<file path="config.mk">
export PLATFORM = sky130hd
export DESIGN_NAME = sevseg_scan_driver
export DESIGN_NICKNAME = d
export VERILOG_FILES = /design/src/rtl/sevseg_pkg.sv /design/src/rtl/sevseg_code_lut.sv /design/src/rtl/sevseg_scan_driver.sv
export SDC_FILE = /design/constraint.sdc
export NUM_CORES = 1
export LEC_CHECK = 0
export BUFFER_PORTS_ARGS = -buffer_cell sky130_fd_sc_hd__buf_2
export CORE_UTILIZATION = 55
export DETAILED_ROUTE_END_ITERATION = 10
export HOLD_SLACK_MARGIN = 0.06
export PLACE_DENSITY = 0.73
export REMOVE_ABC_BUFFERS = 1
export SLEW_MARGIN = 20
export SYNTH_ARGS = -nofsm -noshare
export SYNTH_HDL_FRONTEND = slang
export SYNTH_HIERARCHICAL = 1
export SYNTH_SLANG_ARGS = --single-unit
export TNS_END_PERCENT = 30
</file>
<file path="constraint.sdc">
create_clock -name clk -period 3.8 [get_ports clk]
set_input_delay 0.76 -clock clk [delete_from_list [all_inputs] [get_ports clk]]
set_output_delay 0.76 -clock clk [all_outputs]
set_load 0.01 [all_outputs]
</file>
<file path="src/rtl/sevseg_pkg.sv">
`default_nettype none
// ============================================================================
//  Module   : sevseg_pkg
//  Purpose  : Shared types, active-low segment patterns and special codes
//             for the seven-segment scan driver.
//  Revision : 1.0  initial release
// ============================================================================
package sevseg_pkg;

  typedef logic [6:0] seg_t;

  // Segment order {a,b,c,d,e,f,g}; a 0 lights the segment.
  localparam seg_t SEG_0     = 7'b0000001;
  localparam seg_t SEG_1     = 7'b1001111;
  localparam seg_t SEG_2     = 7'b0010010;
  localparam seg_t SEG_3     = 7'b0000110;
  localparam seg_t SEG_4     = 7'b1001100;
  localparam seg_t SEG_5     = 7'b0100100;
  localparam seg_t SEG_6     = 7'b0100000;
  localparam seg_t SEG_7     = 7'b0001111;
  localparam seg_t SEG_8     = 7'b0000000;
  localparam seg_t SEG_9     = 7'b0000100;
  localparam seg_t SEG_E     = 7'b0110000;
  localparam seg_t SEG_F     = 7'b0111000;
  localparam seg_t SEG_DASH  = 7'b1111110;
  localparam seg_t SEG_BLANK = 7'b1111111;

  localparam logic [3:0] CODE_E    = 4'hA;
  localparam logic [3:0] CODE_F    = 4'hC;
  localparam logic [3:0] CODE_DASH = 4'hD;

endpackage
`default_nettype wire

</file>
<file path="src/rtl/sevseg_code_lut.sv">
`default_nettype none
// ============================================================================
//  Module   : sevseg_code_lut
//  Purpose  : Combinational 4-bit display code to active-low segment pattern.
//  Revision : 1.0  initial release
// ============================================================================
module sevseg_code_lut
  import sevseg_pkg::*;
(
  input  logic [3:0] code,
  output seg_t       seg_n
);

  always_comb begin
    seg_n = SEG_BLANK;
    case (code)
      4'h0:      seg_n = SEG_0;
      4'h1:      seg_n = SEG_1;
      4'h2:      seg_n = SEG_2;
      4'h3:      seg_n = SEG_3;
      4'h4:      seg_n = SEG_4;
      4'h5:      seg_n = SEG_5;
      4'h6:      seg_n = SEG_6;
      4'h7:      seg_n = SEG_7;
      4'h8:      seg_n = SEG_8;
      4'h9:      seg_n = SEG_9;
      CODE_E:    seg_n = SEG_E;
      CODE_F:    seg_n = SEG_F;
      CODE_DASH: seg_n = SEG_DASH;
      default:   seg_n = SEG_BLANK;
    endcase
  end

endmodule
`default_nettype wire

</file>
<file path="src/rtl/sevseg_scan_driver.sv">
`default_nettype none
// ============================================================================
//  Module   : sevseg_scan_driver
//  Purpose  : Multiplexed common-anode seven-segment driver with frame-
//             synchronous display update and leading-zero blanking.
//             Optional decimal points when SEVSEG_DP_EN is defined.
//  Revision : 1.0  initial release
// ============================================================================
module sevseg_scan_driver
  import sevseg_pkg::*;
#(
  parameter int N_DIGITS = 4,
  parameter int SCAN_DIV = 50000
) (
  input  logic                  clk,
  input  logic                  rst,
  input  logic                  load,
  input  logic [4*N_DIGITS-1:0] value_in,
  input  logic                  blank_lz,
`ifdef SEVSEG_DP_EN
  input  logic [N_DIGITS-1:0]   dp_in,
  output logic                  dp_n,
`endif
  output logic [6:0]            seg_n,
  output logic [N_DIGITS-1:0]   an_n,
  output logic                  frame_done
);

  localparam int CNT_W = (SCAN_DIV > 1) ? $clog2(SCAN_DIV) : 1;
  localparam int DIG_W = (N_DIGITS > 1) ? $clog2(N_DIGITS) : 1;
  localparam int VAL_W = 4 * N_DIGITS;

  logic [CNT_W-1:0]    cnt_q, cnt_d;
  logic [DIG_W-1:0]    dig_q, dig_d;
  logic [VAL_W-1:0]    disp_q, disp_d;
  logic [VAL_W-1:0]    shadow_q, shadow_d;
  logic                pending_q, pending_d;
  seg_t                seg_n_q, seg_n_d;
  logic [N_DIGITS-1:0] an_n_q, an_n_d;
  logic                frame_done_q, frame_done_d;

  logic       cnt_wrap;
  logic       dig_last;
  logic       frame_end;
  logic [3:0] nibble;
  logic       lz_run;
  logic       sel_blank;
  seg_t       lut_seg;

  assign cnt_wrap  = (cnt_q == CNT_W'(SCAN_DIV - 1));
  assign dig_last  = (dig_q == DIG_W'(N_DIGITS - 1));
  assign frame_end = cnt_wrap && dig_last;

  always_comb begin
    cnt_d = cnt_wrap ? '0 : cnt_q + 1'b1;
    dig_d = dig_q;
    if (cnt_wrap) begin
      dig_d = dig_last ? '0 : dig_q + 1'b1;
    end
  end

  // A load on the frame boundary itself bypasses the shadow register.
  always_comb begin
    shadow_d  = shadow_q;
    pending_d = pending_q;
    disp_d    = disp_q;
    if (load) begin
      shadow_d  = value_in;
      pending_d = 1'b1;
    end
    if (frame_end) begin
      if (load) begin
        disp_d = value_in;
      end else if (pending_q) begin
        disp_d = shadow_q;
      end
      pending_d = 1'b0;
    end
  end

  // Walk from the MSD down so lz_run means "all higher digits are zero".
  always_comb begin
    nibble    = 4'h0;
    lz_run    = 1'b1;
    sel_blank = 1'b0;
    an_n_d    = '1;
    for (int k = N_DIGITS - 1; k >= 0; k--) begin
      lz_run = lz_run && (disp_q[4*k +: 4] == 4'h0);
      if (dig_q == DIG_W'(k)) begin
        nibble    = disp_q[4*k +: 4];
        an_n_d[k] = 1'b0;
        sel_blank = blank_lz && lz_run && (k != 0);
      end
    end
  end

  sevseg_code_lut u_lut (
    .code  (nibble),
    .seg_n (lut_seg)
  );

  always_comb begin
    seg_n_d      = sel_blank ? SEG_BLANK : lut_seg;
    frame_done_d = frame_end;
  end

  always_ff @(posedge clk) begin
    if (rst) begin
      cnt_q        <= '0;
      dig_q        <= '0;
      disp_q       <= '0;
      shadow_q     <= '0;
      pending_q    <= 1'b0;
      seg_n_q      <= SEG_BLANK;
      an_n_q       <= '1;
      frame_done_q <= 1'b0;
    end else begin
      cnt_q        <= cnt_d;
      dig_q        <= dig_d;
      disp_q       <= disp_d;
      shadow_q     <= shadow_d;
      pending_q    <= pending_d;
      seg_n_q      <= seg_n_d;
      an_n_q       <= an_n_d;
      frame_done_q <= frame_done_d;
    end
  end

  assign seg_n      = seg_n_q;
  assign an_n       = an_n_q;
  assign frame_done = frame_done_q;

`ifdef SEVSEG_DP_EN
  logic [N_DIGITS-1:0] dp_shadow_q, dp_shadow_d;
  logic [N_DIGITS-1:0] dp_disp_q, dp_disp_d;
  logic                dp_n_q, dp_n_d;

  // Decimal points follow the same commit rule and ignore blanking.
  always_comb begin
    dp_shadow_d = load ? dp_in : dp_shadow_q;
    dp_disp_d   = dp_disp_q;
    if (frame_end) begin
      if (load) begin
        dp_disp_d = dp_in;
      end else if (pending_q) begin
        dp_disp_d = dp_shadow_q;
      end
    end
    dp_n_d = 1'b1;
    for (int k = 0; k < N_DIGITS; k++) begin
      if (dig_q == DIG_W'(k)) begin
        dp_n_d = ~dp_disp_q[k];
      end
    end
  end

  always_ff @(posedge clk) begin
    if (rst) begin
      dp_shadow_q <= '0;
      dp_disp_q   <= '0;
      dp_n_q      <= 1'b1;
    end else begin
      dp_shadow_q <= dp_shadow_d;
      dp_disp_q   <= dp_disp_d;
      dp_n_q      <= dp_n_d;
    end
  end

  assign dp_n = dp_n_q;
`endif

endmodule
`default_nettype wire

</file>
-- Yosys cells after proc, flatten, opt, wreduce, memory -nomap -nowiden
Memories as Yosys holds them, arrays and structs flattened. A register that Yosys moved wholly into a read port is not among the register bits.
Cells that the tools add are included.
- register bits: 56
- memories: 1
- output and inout bits: 12
- ROM bits: 112
- memories (memory ; depth ; bits a word ; read ports ; clocked after Yosys merged registers in ; write ports ; RTL line ; source):
    (name not given) ; 16 ; 7 ; 1 ; 1 ; 0 ; sevseg_code_lut.sv:16 ; case (code)
- mux-type cells: 15
- $add $sub $neg: 2
- reduce and logical (&&, ||, !) cells: 15
- equal/unequal tests: 4
- operator list (cell ; number):
    $mux 16 ; 2
    $add 16x1->16 const B ; 1
    $eq 16x16->1 const B ; 1
    $mux 4 ; 4
    $logic_not 4->1 ; 3
    $mux 1 ; 8
    $logic_and 1x1->1 ; 6
    $reduce_or 2->1 ; 3
    $eq 2x2->1 const B ; 2
    $add 2x1->2 const B ; 1
    $eq 2x1->1 const B ; 1
    $logic_not 2->1 ; 1
    $mux 2 ; 1
    $reduce_and 2->1 ; 1
    $reduce_bool 2->1 ; 1

-- Longest topological paths before layout
- word-level depth: 7
- mapped depth: 12
- gate-level depth less buffers: 11

-- Hierarchy
The synthesis kept the hierarchy.
- modules (own cells, without submodules) (module ; instances ; area an instance (um^2) ; cells an instance):
    sevseg_scan_driver ; 1 ; 2646.3 ; 263
    sevseg_code_lut ; 1 ; 250.2 ; 29

-- Worst setup path after synthesis
No wires, ideal clock.
- kind: reg-to-reg
- from: register dig_q[0]
- to: register seg_n_q[6] (netlist: seg_n[6])
- clock period less this slack: 2729 ps
- arrival time: 2605 ps
- cell stages (with the launch flop): 12
- setup slack: 1071 ps
- cells stage by stage: dfxtp_1 inv_1 ha_1 clkbuf_1 nand3b_1 a21oi_1 a21oi_1 o21ai_0 inv_1 ha_1 mux4_1 or2_2
- elaborated cells on any way between the ends: 13
- those cells by class: 3 x eq/ne; 8 x mux; 2 x reduce/logical
- RTL lines (item ; RTL line ; source):
    start, declared ; sevseg_scan_driver.sv:34 ; logic [DIG_W-1:0] dig_q, dig_d;
    start signal, assigned ; sevseg_scan_driver.sv:119 ; dig_q <= dig_d;
    $eq 2x2->1 ; sevseg_scan_driver.sv:89 ; if (dig_q == DIG_W'(k)) begin
    $mux 4 (3 in a row) ; sevseg_scan_driver.sv:89 ;
    $mux 4 * ; sevseg_scan_driver.sv:89 ;
    net nibble[1] ; sevseg_scan_driver.sv:45 ; logic [3:0] nibble;
    end, declared ; sevseg_scan_driver.sv:38 ; seg_t seg_n_q, seg_n_d;
Mark *: on every way through the listed nets, which the timed path passes. The rest lies on a longest branch.
A chain may end at the register's enable or synchronous reset.

-- Worst setup path after layout
Ends and elaborated chain as after synthesis.

==> impl_metrics.tcl <==
set metrics [dict create \
    outcome "finished clean" \
    path_class "register to register" \
    placed_area_sq_um 3065 \
    maxSlewViolCount 0 \
    synth-seq-cells 63 \
    final.setup_skew_ps 6.855 \
    grt_pass1_wl_um 8197 \
    max_clock_freq_ghz 0.3383 \
    clk_latency_ps 330 \
    cts_setup_buffers 0 \
    clkSinkCount 63 \
    initial_core_util_pct 57.08 \
    ys_warn_count 6 \
    coreArea_sq_um 5075 \
    drt_iter0_markers 75 \
    drcViolationCount 0 \
    hold_class "register to register" \
    die_x_um 74.57 \
    clockBufferDepth 2 \
    layout_common_cells "dfxtp_1, nor2_1, buf_2" \
    cts_root_buf "clkbuf_8" \
    min_period_over_period_pct 77.78 \
    antenna_found_initial 0 \
    min_period_ps 2956 \
    tightest_slew_ps 905.3 \
    critPathCaptureType "register" \
    avgViaCountPerCell 5.114 \
    postCtsHoldBufs 0 \
    areaGrowthSynthToFinish_pct 13.56 \
    clkTransAtPathRegs_ps 60 \
    grt.overflow.total 0 \
    antennaDiodeCount 0 \
    final.setup.tns_ps 0 \
    synthAdderAreaFrac_pct 4.708 \
    port_buffers 31 \
    wire_per_inst_um 12.51 \
    cts_resized 0 \
    cts_tree "built" \
    nets 351 \
    ys_seq_area_share_pct 43.54 \
    syn-cell-area_sq_um 2897 \
    cp.arrival_ps 3170 \
    power_density_nw_per_um2 421.5 \
    drive_gt1_share_pct 22.70 \
    ant_nets 0 \
    grt_max_degree 43 \
    maxCapViolCount 0 \
    setup_viol 0 \
    stdcell_area_sq_um 3289 \
    topRoutingLayerUsed "met4" \
    synth_top_family_by_area "simple AND/OR/NAND/NOR gates" \
    wirelength_met1_um 2377 \
    synthXorXnorAreaFrac_pct 4.233 \
    rr_worst_depth 10 \
    drtPass1Iterations 4 \
    synth_cell_types 42 \
    syn_area_per_cell_sq_um 9.920 \
    rsz0062_at_grt "false" \
    power_leakage_nw 1.395 \
    cp_max_fo 10 \
    synthMuxAreaShare_pct 15.85 \
    dieHeight_um 74.57 \
    htree_levels 3 \
    mostFrequentLayoutCell "dfxtp_1" \
    irDropWorstVdd_mv 0.2598 \
    relSlewSlack_pct 39.65 \
    numPlacedInstances 380 \
    met2WireLength_um 2317 \
    finalNonFillerCells 396 \
    grt_usage_pct 19.65 \
    vias 2025 \
    synth-simple-area-share_pct 22.29 \
    synth_compound_area_share_pct 4.881 \
    wl_met3_um 177 \
    io-pin-count 32 \
    die_area_sq_um 5561 \
    gp_congestion 0.8599 \
    grt_pass1_vias 1781 \
    drt-total-wl_um 4954 \
    cp-start-kind "register" \
    holdWs_ps 465.8 \
    worstPathRequired_ps 4020 \
    hold_viol 0 \
    numCtsBuffers 9 \
    utilization_pct 64.82 \
    dp_hpwl_um 3241 \
    hold_path_depth 1 \
    num_rows 26 \
    syn-instance-count 292 \
]
## state kept, by name, summed over array words and instances, names as in the netlist
| signal | cells |
|---|---|
| cnt_q | 16 |
| seg_n | 7 |
| shadow_q | 16 |
| pending_q | 1 |
| an_n | 4 |
| dig_q | 2 |
| disp_q | 16 |
| frame_done | 1 |
## Yosys cell counts, drive strengths merged
master	number	area [sq um]
dfxtp	63	1261
nor2	39	146.4
mux2i	20	200.2
mux2	17	232.7
nor2b	17	106.4
nand2	14	52.55
a21oi	11	55.05
ha	10	125.1
xnor2	10	87.58
clkbuf	9	33.78
inv	9	33.78
buf	7	62.56
or2	7	43.79
nand2b	6	37.54
nand3	6	30.03
nand4	6	43.79
nor4	6	37.54
o21ai	6	30.03
nand3b	4	30.03
xor2	4	35.03
and3	2	12.51
nor3	2	10.01
nor4b	2	47.55
o21bai	2	15.01
a211oi	1	7.510
a21boi	1	7.510
a31o	1	8.760
and2	1	6.260
and2b	1	7.510
and4b	1	10.01
maj3	1	11.26
mux4	1	26.28
nand4b	1	8.760
o22a	1	8.760
o41ai	1	8.760
or3	1	6.260
or3b	1	8.760
## critical path: stages (launching register included)
cell and delay [ps]:
dfxtp_1 400, inv_1 90, ha_1 300, nand3b_1 190, a21oi_1 150, a21oi_1 50, o21ai_0 480, inv_1 190
ha_1 230, mux4_1 470, or2_2 300
## where the power goes
group          switching [W]  internal (W)   total, W
combinational      0.0000305     0.0000263  0.0000569
clock               0.000241      0.000405   0.000646
sequential        0.00000572      0.000678   0.000683
total               0.000277       0.00111    0.00139
## worst paths after layout
path	startpoint	end	slack [ps]
min reg2reg	cnt_q[0]	cnt_q[0]	470
min	cnt_q[0]	cnt_q[0]	470
max reg2reg	dig_q[0]	seg_n[6]	840
max	dig_q[0]	seg_n[6]	840
## routing by layer
metal	up-vias	global-route usage (%)
met5	-	0
met4	0	9.434
met3	10	5.556
met2	44	30.13
met1	924	25.46
li1	1047	-
## stage by stage
step	worst slack (ps)	total power [W]
detailed placement	887.6	0.0007561
global placement	1002	0.0007546
finish	844.2	0.001386
global route	596.2	0.001437
CTS	859.9	0.001404
floorplan	993.9	0.0007265
## cell families (layout without fill, tap and decap cells)
kind of cell             count (synthesis)  after routing
AND/OR/NAND/NOR                        117            117
adder cells (fa/ha/maj)                 11             11
XOR/XNOR                                14             14
multiplexers                            38             38
AO/OA/AOI/OAI                           24             24
flip-flops                              63             63
buffers and inverters                   25             59
## final cells by class
| cell class | instances | area [sq um] |
|---|---|---|
| flip-flops and latches | 63 | 1261 |
| well taps | 70 | 87.58 |
| clock buffers | 13 | 158.9 |
| multi-input cells | 204 | 1505 |
| clock inverters | 3 | 65.06 |
| inverters | 9 | 33.78 |
| fillers | 443 | 1785 |
| repair buffers | 34 | 177.7 |
No activity file was read; power rests on OpenSTA's default activity.
